`config.mk`:
```
export PLATFORM = sky130hd
export DESIGN_NAME = pe_ws
export DESIGN_NICKNAME = d
export VERILOG_FILES = /design/src/rtl/pe_pkg.sv /design/src/rtl/pe_sat_add.sv /design/src/rtl/pe_ws.sv
export SDC_FILE = /design/constraint.sdc
export NUM_CORES = 1
export LEC_CHECK = 0
export CAP_MARGIN = 20
export CORE_MARGIN = 2
export CORE_UTILIZATION = 45
export DETAILED_ROUTE_END_ITERATION = 12
export GPL_TIMING_DRIVEN = 0
export PLACE_DENSITY_LB_ADDON = 0.1
export SETUP_SLACK_MARGIN = 0.15
export SYNTH_ARGS = -nofsm -noshare
export SYNTH_HDL_FRONTEND = slang
export SYNTH_SLANG_ARGS = --single-unit
export TNS_END_PERCENT = 1
```
`constraint.sdc`:
```
create_clock -name clk -period 7.39 [get_ports clk]
set_input_delay 0.739 -clock clk [delete_from_list [all_inputs] [get_ports clk]]
set_output_delay 0.739 -clock clk [all_outputs]
set_load 0.03 [all_outputs]
```
`src/rtl/pe_pkg.sv`:
```
// pe_pkg: shared FSM encodings, default parameters and accumulator bound helper
package pe_pkg;
    localparam logic [0:0] S_EMPTY  = 1'b0;
    localparam logic [0:0] S_LOADED = 1'b1;
    localparam int DATA_W_DEF = 8;
    localparam int ACC_W_DEF  = 24;
    localparam bit SAT_DEF    = 1'b1;
    function automatic logic [63:0] acc_hi(input int w);
        return (64'd1 << (w - 1)) - 64'd1;
    endfunction
endpackage

```
`src/rtl/pe_sat_add.sv`:
```
// pe_sat_add: W+1-bit signed add with clamp or wrap and overflow flag
module pe_sat_add
    import pe_pkg::*;
#(
    parameter int W   = ACC_W_DEF,
    parameter bit SAT = SAT_DEF
) (
    input  logic signed [W-1:0] a,
    input  logic signed [W-1:0] b,
    output logic signed [W-1:0] y,
    output logic                ovf
);
    localparam logic [63:0] HI = acc_hi(W);
    logic [W:0] s;
    assign s   = {a[W-1], a} + {b[W-1], b};
    assign ovf = s[W] ^ s[W-1];
    assign y   = (SAT && ovf) ? (s[W] ? ~HI[W-1:0] : HI[W-1:0]) : s[W-1:0];
endmodule

```
`src/rtl/pe_ws.sv`:
```
// pe_ws: weight-stationary systolic PE with double-buffered weight and shift-chain load
module pe_ws
    import pe_pkg::*;
#(
    parameter int DATA_W = DATA_W_DEF,
    parameter int ACC_W  = ACC_W_DEF,
    parameter bit SAT    = SAT_DEF
) (
    input  logic                     clk,
    input  logic                     rst,
    input  logic signed [DATA_W-1:0] in_a,
    input  logic                     in_valid,
    input  logic signed [ACC_W-1:0]  in_acc,
    input  logic signed [DATA_W-1:0] in_w,
    input  logic                     in_w_valid,
    input  logic                     in_w_swap,
    input  logic                     clr_ovf,
    output logic signed [DATA_W-1:0] out_a,
    output logic                     out_valid,
    output logic signed [ACC_W-1:0]  out_acc,
    output logic signed [DATA_W-1:0] out_w,
    output logic                     out_w_valid,
    output logic                     out_w_swap,
    output logic                     shadow_full,
    output logic                     ovf
);
    logic signed [DATA_W-1:0]   w_act, w_shadow;
    logic signed [2*DATA_W-1:0] prod;
    logic signed [ACC_W-1:0]    prod_x, sum;
    logic                       sum_ovf;
    logic [0:0]                 state;

    assign prod        = in_a * w_act;
    assign prod_x      = ACC_W'(prod);
    assign shadow_full = state == S_LOADED;

    pe_sat_add #(.W(ACC_W), .SAT(SAT)) u_add (
        .a  (in_acc),
        .b  (prod_x),
        .y  (sum),
        .ovf(sum_ovf)
    );

    always_ff @(posedge clk or negedge rst) begin
        if (!rst) begin
            out_a       <= '0;
            out_valid   <= 1'b0;
            out_acc     <= '0;
            out_w       <= '0;
            out_w_valid <= 1'b0;
            out_w_swap  <= 1'b0;
            ovf         <= 1'b0;
            w_act       <= '0;
            w_shadow    <= '0;
            state       <= S_EMPTY;
        end else begin
            out_valid   <= in_valid;
            out_w_valid <= in_w_valid;
            out_w_swap  <= in_w_swap;
            if (in_valid) begin
                out_a   <= in_a;
                out_acc <= sum;
            end
            ovf <= (in_valid && sum_ovf) || (ovf && !clr_ovf);
            if (in_w_valid) begin
                w_shadow <= in_w;
                out_w    <= w_shadow;
            end
            // an empty shadow is never promoted, so a stray swap keeps the live weight
            if (in_w_swap && state == S_LOADED) w_act <= w_shadow;
            state <= in_w_valid ? S_LOADED : in_w_swap ? S_EMPTY : state;
        end
    end
endmodule

```
Yosys cells after proc, flatten, opt, wreduce, memory -nomap -nowiden. Index checks and enable logic that the tools add are counted.

Output and inout bits: 45. Register bits: 61.

Multiply operators: 1. $add $sub $neg: 1. Bitwise logic cells: 1. Reductions and logical operators: 6. Muxes and demuxes: 4.

Operators with widths (number): $mux 24 (2); $add 24x16->25 (1); $mul 8x8->16 (1); $logic_and 1x1->1 (3); $mux 1 (2); $reduce_bool 2->1 (1); $logic_not 1->1 (1); $logic_or 1x1->1 (1); $xor 1x1->1 (1).

Longest topological paths before layout. Gate-level depths: netlist of run 1.

Word-level depth: 5. Gate-level depth with buffers: 22.

Cells and area by module. A second synthesis of run 1 with hierarchy kept.

Cell total of the unflattened synthesis: 699. Area total of the unflattened synthesis: 6672.6 µm².

Modules (own cells, without submodules): pe_ws (sequential area each 1526.5 µm², cells each 417, instances 1, area an instance 4760.8 µm²); pe_sat_add (sequential area each 0.0 µm², cells each 282, instances 1, area an instance 1911.8 µm²).

Worst setup path before layout of run 1. OpenSTA, ideal clock, no wires.

Path type: input port to flip-flop. From: in in_a[7]. To: reg out_acc[10]. Stages: 19. Arrival time: 6285 ps. Setup time: 144 ps. Required time: 7246 ps. Slack: 961 ps. Cells stage by stage: clkbuf_1 > and2_1 > inv_1 > fa_1 > inv_1 > fa_1 > fa_1 > fa_1 > fa_1 > ha_1 > o211a_1 > a211oi_1 > a211oi_2 > o21a_1 > a311oi_2 > and3_1 > nand2b_4 > buf_12 > o22ai_2.

Cells in the longest elaborated chain, start to end: 4. Elaborated cells on any way between the ends: 5. Those cells by class: 1 x add/sub; 1 x mul; 2 x mux; 1 x bitwise.

RTL lines: start, declared (line pe_ws.sv:11) `input logic signed [DATA_W-1:0] in_a,`; $mul 8x8->16 (*) (line pe_ws.sv:33) `assign prod = in_a * w_act;`; $add 24x16->25 (*) (line pe_sat_add.sv:15) `assign s = {a[W-1], a} + {b[W-1], b};`; $mux 24 / $xor 1x1->1 (equally long branches) (line pe_sat_add.sv:17, pe_sat_add.sv:16); $mux 24 (*) (line pe_sat_add.sv:17) `assign y = (SAT && ovf) ? (s[W] ? ~HI[W-1:0] : HI[W-1:0]) : s[W-1:0];`; end signal, assigned (line pe_ws.sv:62) `out_acc <= sum;`; end, declared (line pe_ws.sv:20) `output logic signed [ACC_W-1:0] out_acc,`.

Every way passes the cells marked *; elsewhere a longest branch is shown, timed or not. A chain may end at the register's enable or synchronous reset.

Final worst setup path of run 1.
From: in in_a[7]. To: reg out_acc[14].

The elaborated chain is that of the path after synthesis.

==> summary.txt, run 1 <==
Routing
  – WL met3: 378 um
  – Initial DRT Pass Iterations: 4
  – Drt first-iter violations: 278
  – Antenna Violating Nets Remaining: 0
  – Vias per cell: ~5.1
  – Uppermost routed layer: met4
  – Met2 WL: ~7.6 mm
  – Drt wl/cell: 15.2 um
  – Via count: 4807
  – DRC: 0
  – Routed WL: between 10 and 15 mm
  – Wl on met1: 6.12 mm

Logic synthesis
  – Sequential fraction of the synthesis area: 0.219
  – Synth area leader: fa_1
  – Synth area leaders: fa_1, dfrtp_1, ha_1
  – Post-Syn Area per Cell: 10.8 um^2
  – Synth warn: 0
  – Synth Register Bits: 61
  – Synth async-reset ratio: 1.00
  – Top FF cell, synth: dfrtp_1
  – Net count after synthesis: approximately 850
  – Post-synth EDFFs: 0
  – Top-area cell type share of the netlist area: 0.311
  – Syn Inst Count: ~640
  – Netlist cell types: 56
  – Syn Std Cell Area: 6960 um^2

Setup path
  – CP Max Fanout: 16
  – Critical path arrival: 6.66 ns
  – Worst Path Required: 7.58 ns
  – Crit start category: input pin
  – Crit end category: flop
  – Worst Reg2Reg Path Length in Cells: 17
  – Reg-to-Reg End: out_acc[14]$_DFFE_PN0P_
  – WS Path Type: input pin to flop
  – FF-to-FF Start: w_act[1]$_DFFE_PN0P_
  – Setup slack, reg-to-reg: ~0.94 ns

Timing
  – Final setup violation count: 0
  – Slew Limit Headroom: 0.340
  – Clock skew: ~0.0057 ns
  – Slew @ Worst Pin: 0.990 ns
  – RSZ-0062 raised after global routing: false
  – Crit path time final: about 6.5 ns
  – Final Cycle Share: 0.877
  – Fin. max-slew vios: 0
  – Count of final hold-check violations: 0
  – Final setup TNS: 0 ns
  – Fmax achieved: roughly 150 MHz

CTS
  – CTS Buf Count: 9
  – Clk buf depth: 2
  – Post-CTS setup buffers: 0
  – Post-CTS sizing: 0
  – Post-CTS Hold Fix Bufs: 0
  – H-Tree Depth: 3
  – Root buf cell: clkbuf_16
  – CTS tree: built
  – Skew-Pair Late Insertion Delay: 0.33 ns
  – Sink Count: 61
  – Clock Pin Slew Worst Setup and Hold Paths: ~0.050 ns

Worst hold path
  – HP Class: input pin to async pin

Global routing
  – First-pass GRT wire length: 24.3 mm
  – Initial antenna violation count: 0
  – Vias in the first global route: 5135
  – Pin count of the biggest net entering global routing: 62
  – Total grt overflow: 0
  – Total GRT Usage: 0.188

Place
  – DP HPWL: 11.9 mm
  – Port bufs: about 90
  – Placed Instances: 921
  – RD Place Congestion: roughly 0.87

Die
  – Die Ht: ~130 um
  – I/O pin total: 91
  – Std cell rows: 45
  – Initial Util: 0.459
  – DIE AREA: 16500 um^2
  – Die Span X: approximately 130 um
  – Core Region: 15100 um^2

Cells and area
  – Nets@finish: between 900 and 1000
  – Layout cell share with drive strength beyond 1: 0.111
  – Multi-input logic area: between 4000 and 5000 um^2
  – # diodes: 0
  – Synth-to-layout area growth: 21.5%
  – Register area: 1530 um^2
  – Number of fill cells: around 1300
  – Layout Utilization: 0.558
  – Count of non-filler cells in the finished layout: between 900 and 1000

Status
  – Status: finished clean

Job
  – Maxcap violations: 0
## cell usage in the layout (no fill, tap or decap), drive strengths merged, types with 3 or more instances in the layout
| cell type | n |
|---|---|
| buf | 6 |
| nor2b | 7 |
| o22ai | 23 |
| clkbuf | 23 |
| nand3 | 5 |
| o21ai | 8 |
| nor3 | 6 |
| o211ai | 4 |
| clkdlybuf4s50 | 88 |
| nand2 | 34 |
| xnor2 | 9 |
| xor2 | 6 |
| or3 | 4 |
| dfrtp | 61 |
| ha | 56 |
| inv | 133 |
| bufinv | 3 |
| a21o | 5 |
| a211oi | 4 |
| mux2 | 34 |
| nor2 | 31 |
| and2 | 33 |
| fa | 108 |
| o21a | 5 |
| a21oi | 16 |
| nand2b | 4 |
| a211o | 3 |
## synthesized netlist by cell type, types with 3 or more instances
library cell  instances
a21oi_1              15
a211o_1               3
and2_1               33
a21o_1                5
o211ai_1              4
xnor2_1               9
nor3_1                6
fa_1                108
xor2_1                6
nor2b_1               7
nand2b_1              3
nand2_1              33
o21ai_0               6
a211oi_1              3
nor2_1               31
o21a_1                5
o22ai_1               4
or3_1                 4
ha_1                 56
nand3_1               5
mux2_2               34
dfrtp_1              61
clkbuf_1             11
o22ai_2              19
inv_1               133
## logic make-up after synthesis
logic type / Yosys count / synth area share
AOI/OAI and AO/OA: 84 / 0.104
xor gates and xnor gates: 17 / 0.0254
adders and majority gates: 164 / 0.411
buffers and inverters: 148 / 0.0849
DFF: 61 / 0.219
muxes: 34 / 0.0550
and+or+nand+nor: 135 / 0.100
## worst max path at each step
| stage | startpoint | end | slack [ns] |
|---|---|---|---|
| after floorplan | in_a[7] | out_acc[10]$_DFFE_PN0P_ | 0.96 |
| after global placement | in_a[7] | out_acc[5]$_DFFE_PN0P_ | 0.26 |
| after detailed placement | in_a[7] | out_acc[11]$_DFFE_PN0P_ | 0.59 |
| after CTS | in_a[7] | out_acc[11]$_DFFE_PN0P_ | 0.91 |
| after global routing | w_act[1]$_DFFE_PN0P_ | out_acc[14]$_DFFE_PN0P_ | 0.59 |
| final | in_a[7] | out_acc[14]$_DFFE_PN0P_ | 0.91 |
## worst max-delay path, cell delays in order
cell and delay (ns):
clkbuf_1 0.31, and2_1 0.85, fa_1 0.60, fa_1 0.51, fa_1 0.57, fa_1 0.43, ha_1 0.29, ha_1 0.40
a2111oi_2 0.48, o2111a_1 0.32, or2_2 0.14, o21ai_1 0.07, a311oi_2 0.27, and3_1 0.26, nand2b_4 0.19, buf_12 0.16
o22ai_2 0.08
## layer usage
metal  up-vias  GRT usage
met4         0     0.0478
met5         -          0
met2        65      0.330
met3         9     0.0308
li1       2272          -
met1      2461      0.243
## area by class of cell
cell class                      instances  area share
Clock inverter                          4      0.0113
Clock buffer                           12      0.0292
Buffer                                 15      0.0108
Multi-Input combinational cell        434       0.573
Sequential cell                        61       0.181
Inverter                              133      0.0591
Timing Repair Buffer                   90       0.108
Tap cell                              188      0.0278
## registers in the layout, summed over array words and instances (netlist names)
register     cells
w_act            8
out_a            8
w_shadow         8
ovf              1
out_w_valid      1
out_acc         24
out_w_swap       1
shadow_full      1
out_w            8
out_valid        1
## per-stage QoR
step	cell area [um^2]	hold slack (ns)	setup slack (ns)
after detailed placement	8110	0.493	0.586
after global routing	8450	0.525	0.591
after CTS	8450	0.507	0.914
after global placement	8080	0.489	0.264
after floorplan	6960	0.443	0.961
final	8450	0.498	0.912
Power of run 1 is not shown: default switching activity piles up to over one toggle a cycle in this logic, so the estimate is an artifact.
==> inputs of run 2 (changes only) <==
--- a/config.mk
+++ b/config.mk
@@ -14,5 +14,6 @@
 export SETUP_SLACK_MARGIN = 0.15
 export SYNTH_ARGS = -nofsm -noshare
 export SYNTH_HDL_FRONTEND = slang
+export SYNTH_HIERARCHICAL = 1
 export SYNTH_SLANG_ARGS = --single-unit
 export TNS_END_PERCENT = 1
==> summary.txt, run 2 <==
Status
  – Status: finished clean (unchanged)

Global routing
  – Total grt overflow: 0 (unchanged)
  – Pin count of the biggest net entering global routing: 42 (was 62)
  – Vias in the first global route: 5824 (was 5135)
  – First-pass GRT wire length: 27.1 mm (was 24.3 mm)
  – Total GRT Usage: 0.206 (was 0.188)
  – Initial antenna violation count: 0 (unchanged)

Setup path
  – Crit start category: input pin (unchanged)
  – Crit path largest cell delay: 0.59 ns (was 0.85 ns)
  – Crit end category: flop (unchanged)
  – WS Path Type: input pin to flop (unchanged)
  – CP dominant cell by count: fa_1 (unchanged)
  – CP Max Fanout: 9 (was 16)
  – CP max stage cell: fa_1 (was and2_1)
  – Worst Path Required: 7.60 ns (was 7.58 ns)
  – Critical path arrival: 7.17 ns (was 6.66 ns)

Cells and area
  – Max reg flops: 24 (unchanged)
  – Layout cell share with drive strength beyond 1: 0.199 (was 0.111)
  – Commonest non-fill, non-tap cell in the layout: inv_1 (unchanged)
  – Top reg by flops: out_acc (unchanged)
  – Nets@finish: 973 (was 954)
  – # diodes: 0 (unchanged)
  – Synth-to-layout area growth: 26.1% (was 21.5%)
  – Most frequent cells in the layout: inv_1, clkdlybuf4s50_1, dfrtp_1 (was inv_1, fa_1, clkdlybuf4s50_1)

Logic synthesis
  – Post-Syn Area per Cell: 9.55 um^2 (was 10.8 um^2)
  – Top-area cell type share of the netlist area: 0.229 (was 0.311)
  – Net count after synthesis: 854 (was 853)
  – Syn Inst Count: 699 (was 643)
  – Top FF cell, synth: dfrtp_1 (unchanged)
  – Most frequent cell after synthesis: inv_1 (unchanged)
  – Sequential fraction of the synthesis area: 0.229 (was 0.219)
  – Synth async-reset ratio: 1.00 (unchanged)
  – Post-synth top cells: inv_1, dfrtp_1, mux2_2 (was inv_1, fa_1, dfrtp_1)
  – Syn Std Cell Area: 6670 um^2 (was 6960 um^2)
  – Synth area leader: dfrtp_1 (was fa_1)
  – Netlist cell types: 63 (was 56)
  – Post-synth EDFFs: 0 (unchanged)
  – Synth area leaders: dfrtp_1, fa_1, ha_1 (was fa_1, dfrtp_1, ha_1)
  – Synth warn: 6 (was 0)
  – Synth Register Bits: 61 (unchanged)

CTS
  – Skew-Pair Late Insertion Delay: 0.32 ns (was 0.33 ns)
  – Clk buf depth: 2 (unchanged)
  – Root buf cell: clkbuf_16 (unchanged)
  – Sink Count: 61 (unchanged)
  – Clock Pin Slew Worst Setup and Hold Paths: 0.05 ns (about the same)
  – CTS tree: built (unchanged)
  – H-Tree Depth: 3 (unchanged)
  – Post-CTS Hold Fix Bufs: 0 (unchanged)
  – CTS Buf Count: 9 (unchanged)

Routing
  – Drt wl/cell: 16.1 um (was 15.2 um)
  – Routed WL: 16.2 mm (was 14.3 mm)
  – DRC: 0 (unchanged)
  – Initial DRT Pass Iterations: 4 (unchanged)
  – Drt first-iter violations: 233 (was 278)
  – Antenna Violating Nets Remaining: 0 (unchanged)
  – Vias per cell: 5.47 (was 5.13)
  – Via count: 5509 (was 4807)

Job
  – Maxcap violations: 0 (unchanged)

Worst hold path
  – HP Class: input pin to async pin (unchanged)

Timing
  – Final setup TNS: 0 ns (unchanged)
  – Final setup violation count: 0 (unchanged)
  – Fin. max-slew vios: 0 (unchanged)
  – Slew Limit Headroom: 0.552 (was 0.340)
  – Crit path time final: 6.96 ns (was 6.48 ns)
  – Clock skew: 0.00735 ns (was 0.00569 ns)
  – Count of final hold-check violations: 0 (unchanged)
  – Final Cycle Share: 0.942 (was 0.877)
  – Slew @ Worst Pin: 0.667 ns (was 0.990 ns)
  – Fmax achieved: 144 MHz (was 154 MHz)
  – RSZ-0062 raised after global routing: false (unchanged)

Die
  – DIE AREA: 15800 um^2 (was 16500 um^2)
  – Core Region: 14500 um^2 (was 15100 um^2)
  – Std cell rows: 44 (was 45)
  – Initial Util: 0.459 (about the same)
  – Die Span X: 126 um (was 128 um)
  – Die Ht: 126 um (was 128 um)
  – I/O pin total: 91 (unchanged)

Place
  – Port bufs: 90 (was 89)
  – DP HPWL: 13.1 mm (was 11.9 mm)
  – RD Place Congestion: 0.874 (was 0.865)
## run 2: cell types whose count changed after synthesis, moves of 8 or more
cell      before  now
a21oi_1       15   36
fa_1         108   56
mux2_2        34   58
o22ai_2       19    0
nand2_1       33   43
inv_1        133   88
o211ai_1       4   14
nor3_1         6   14
o21ai_0        6   28
a21o_1         5   14
and2_1        33   50
nand3_1        5   19
## run 2: kinds of logic (layout without fill, tap and decap cells)
kind of cell	count (synthesis)	count (layout)	share of synthesized area
fa+ha+maj	109	109	0.267
simple gates	192	192	0.159
buf+inv	106	230	0.0609
mux	59	59	0.101
xor+xnor	29	29	0.0381
flops	61	61	0.229
compound gates	143	143	0.145
## run 2: repair_timing
item	4_1_cts	5_1_grt
buffers inserted	10	7
cloned	0	0
pin swaps	4	6
gates resized for setup	21	56
endpoints found under the setup margin	25	24
## run 2: path summary, 6_finish.rpt
check	start	to	depth (start not counted)	slack, ns
worst min register to register	out_acc[16]$_DFFE_PN0P_	out_acc[16]$_DFFE_PN0P_	1	0.50
worst min-delay path	rst	out_acc[18]$_DFFE_PN0P_	1	0.38
min in group clk	out_acc[16]$_DFFE_PN0P_	out_acc[16]$_DFFE_PN0P_	1	0.50
worst max register to register	w_act[3]$_DFFE_PN0P_	out_acc[18]$_DFFE_PN0P_	25	0.48
max in group asynchronous	rst	w_act[3]$_DFFE_PN0P_	2	6.41
worst max-delay path	in_a[7]	out_acc[18]$_DFFE_PN0P_	26	0.43
## run 2: cell type report
class | count | area, um^2
Clock buffer | 9 | 225
Fill cell | 1304 | 6120
Sequential cell | 61 | 1530
Clock inverter | 7 | 75.1
Inverter | 88 | 330
Multi-Input combinational cell | 532 | 4930
Timing Repair Buffer | 108 | 1000
Buffer | 18 | 90.1
Tap cell | 184 | 230
## run 2: layer usage
layer  vias to the layer above  part of all wire  track usage
li1                       2656                 -            -
met1                      2709              0.43        0.249
met2                       113              0.51        0.378
met3                        31             0.031       0.0293
met4                         0             0.027       0.0679
met5                         -                 0            0
## run 2: metrics by stage
stage	setup slack, ns	utilization	std cells	hold slack, ns	area [um^2]
after global placement	-1.29	0.537	973	0.488	7800
after floorplan	0.173	-	699	0.443	6670
final	0.426	0.579	1007	0.379	8410
after CTS	0.144	0.566	1000	0.386	8220
after detailed placement	-1.41	0.538	974	0.495	7820
after global routing	0.117	0.579	1007	0.414	8410
## run 2: critical path, delay by kind of cell
family	cells	cell delay [ns]
and+or+nand+nor	5	1.10
muxes	2	0.44
AOI/OAI and AO/OA	7	1.46
buffers and inverters	6	0.57
adders and majority gates	6	2.82
Power of run 2 is left out for the same reason.
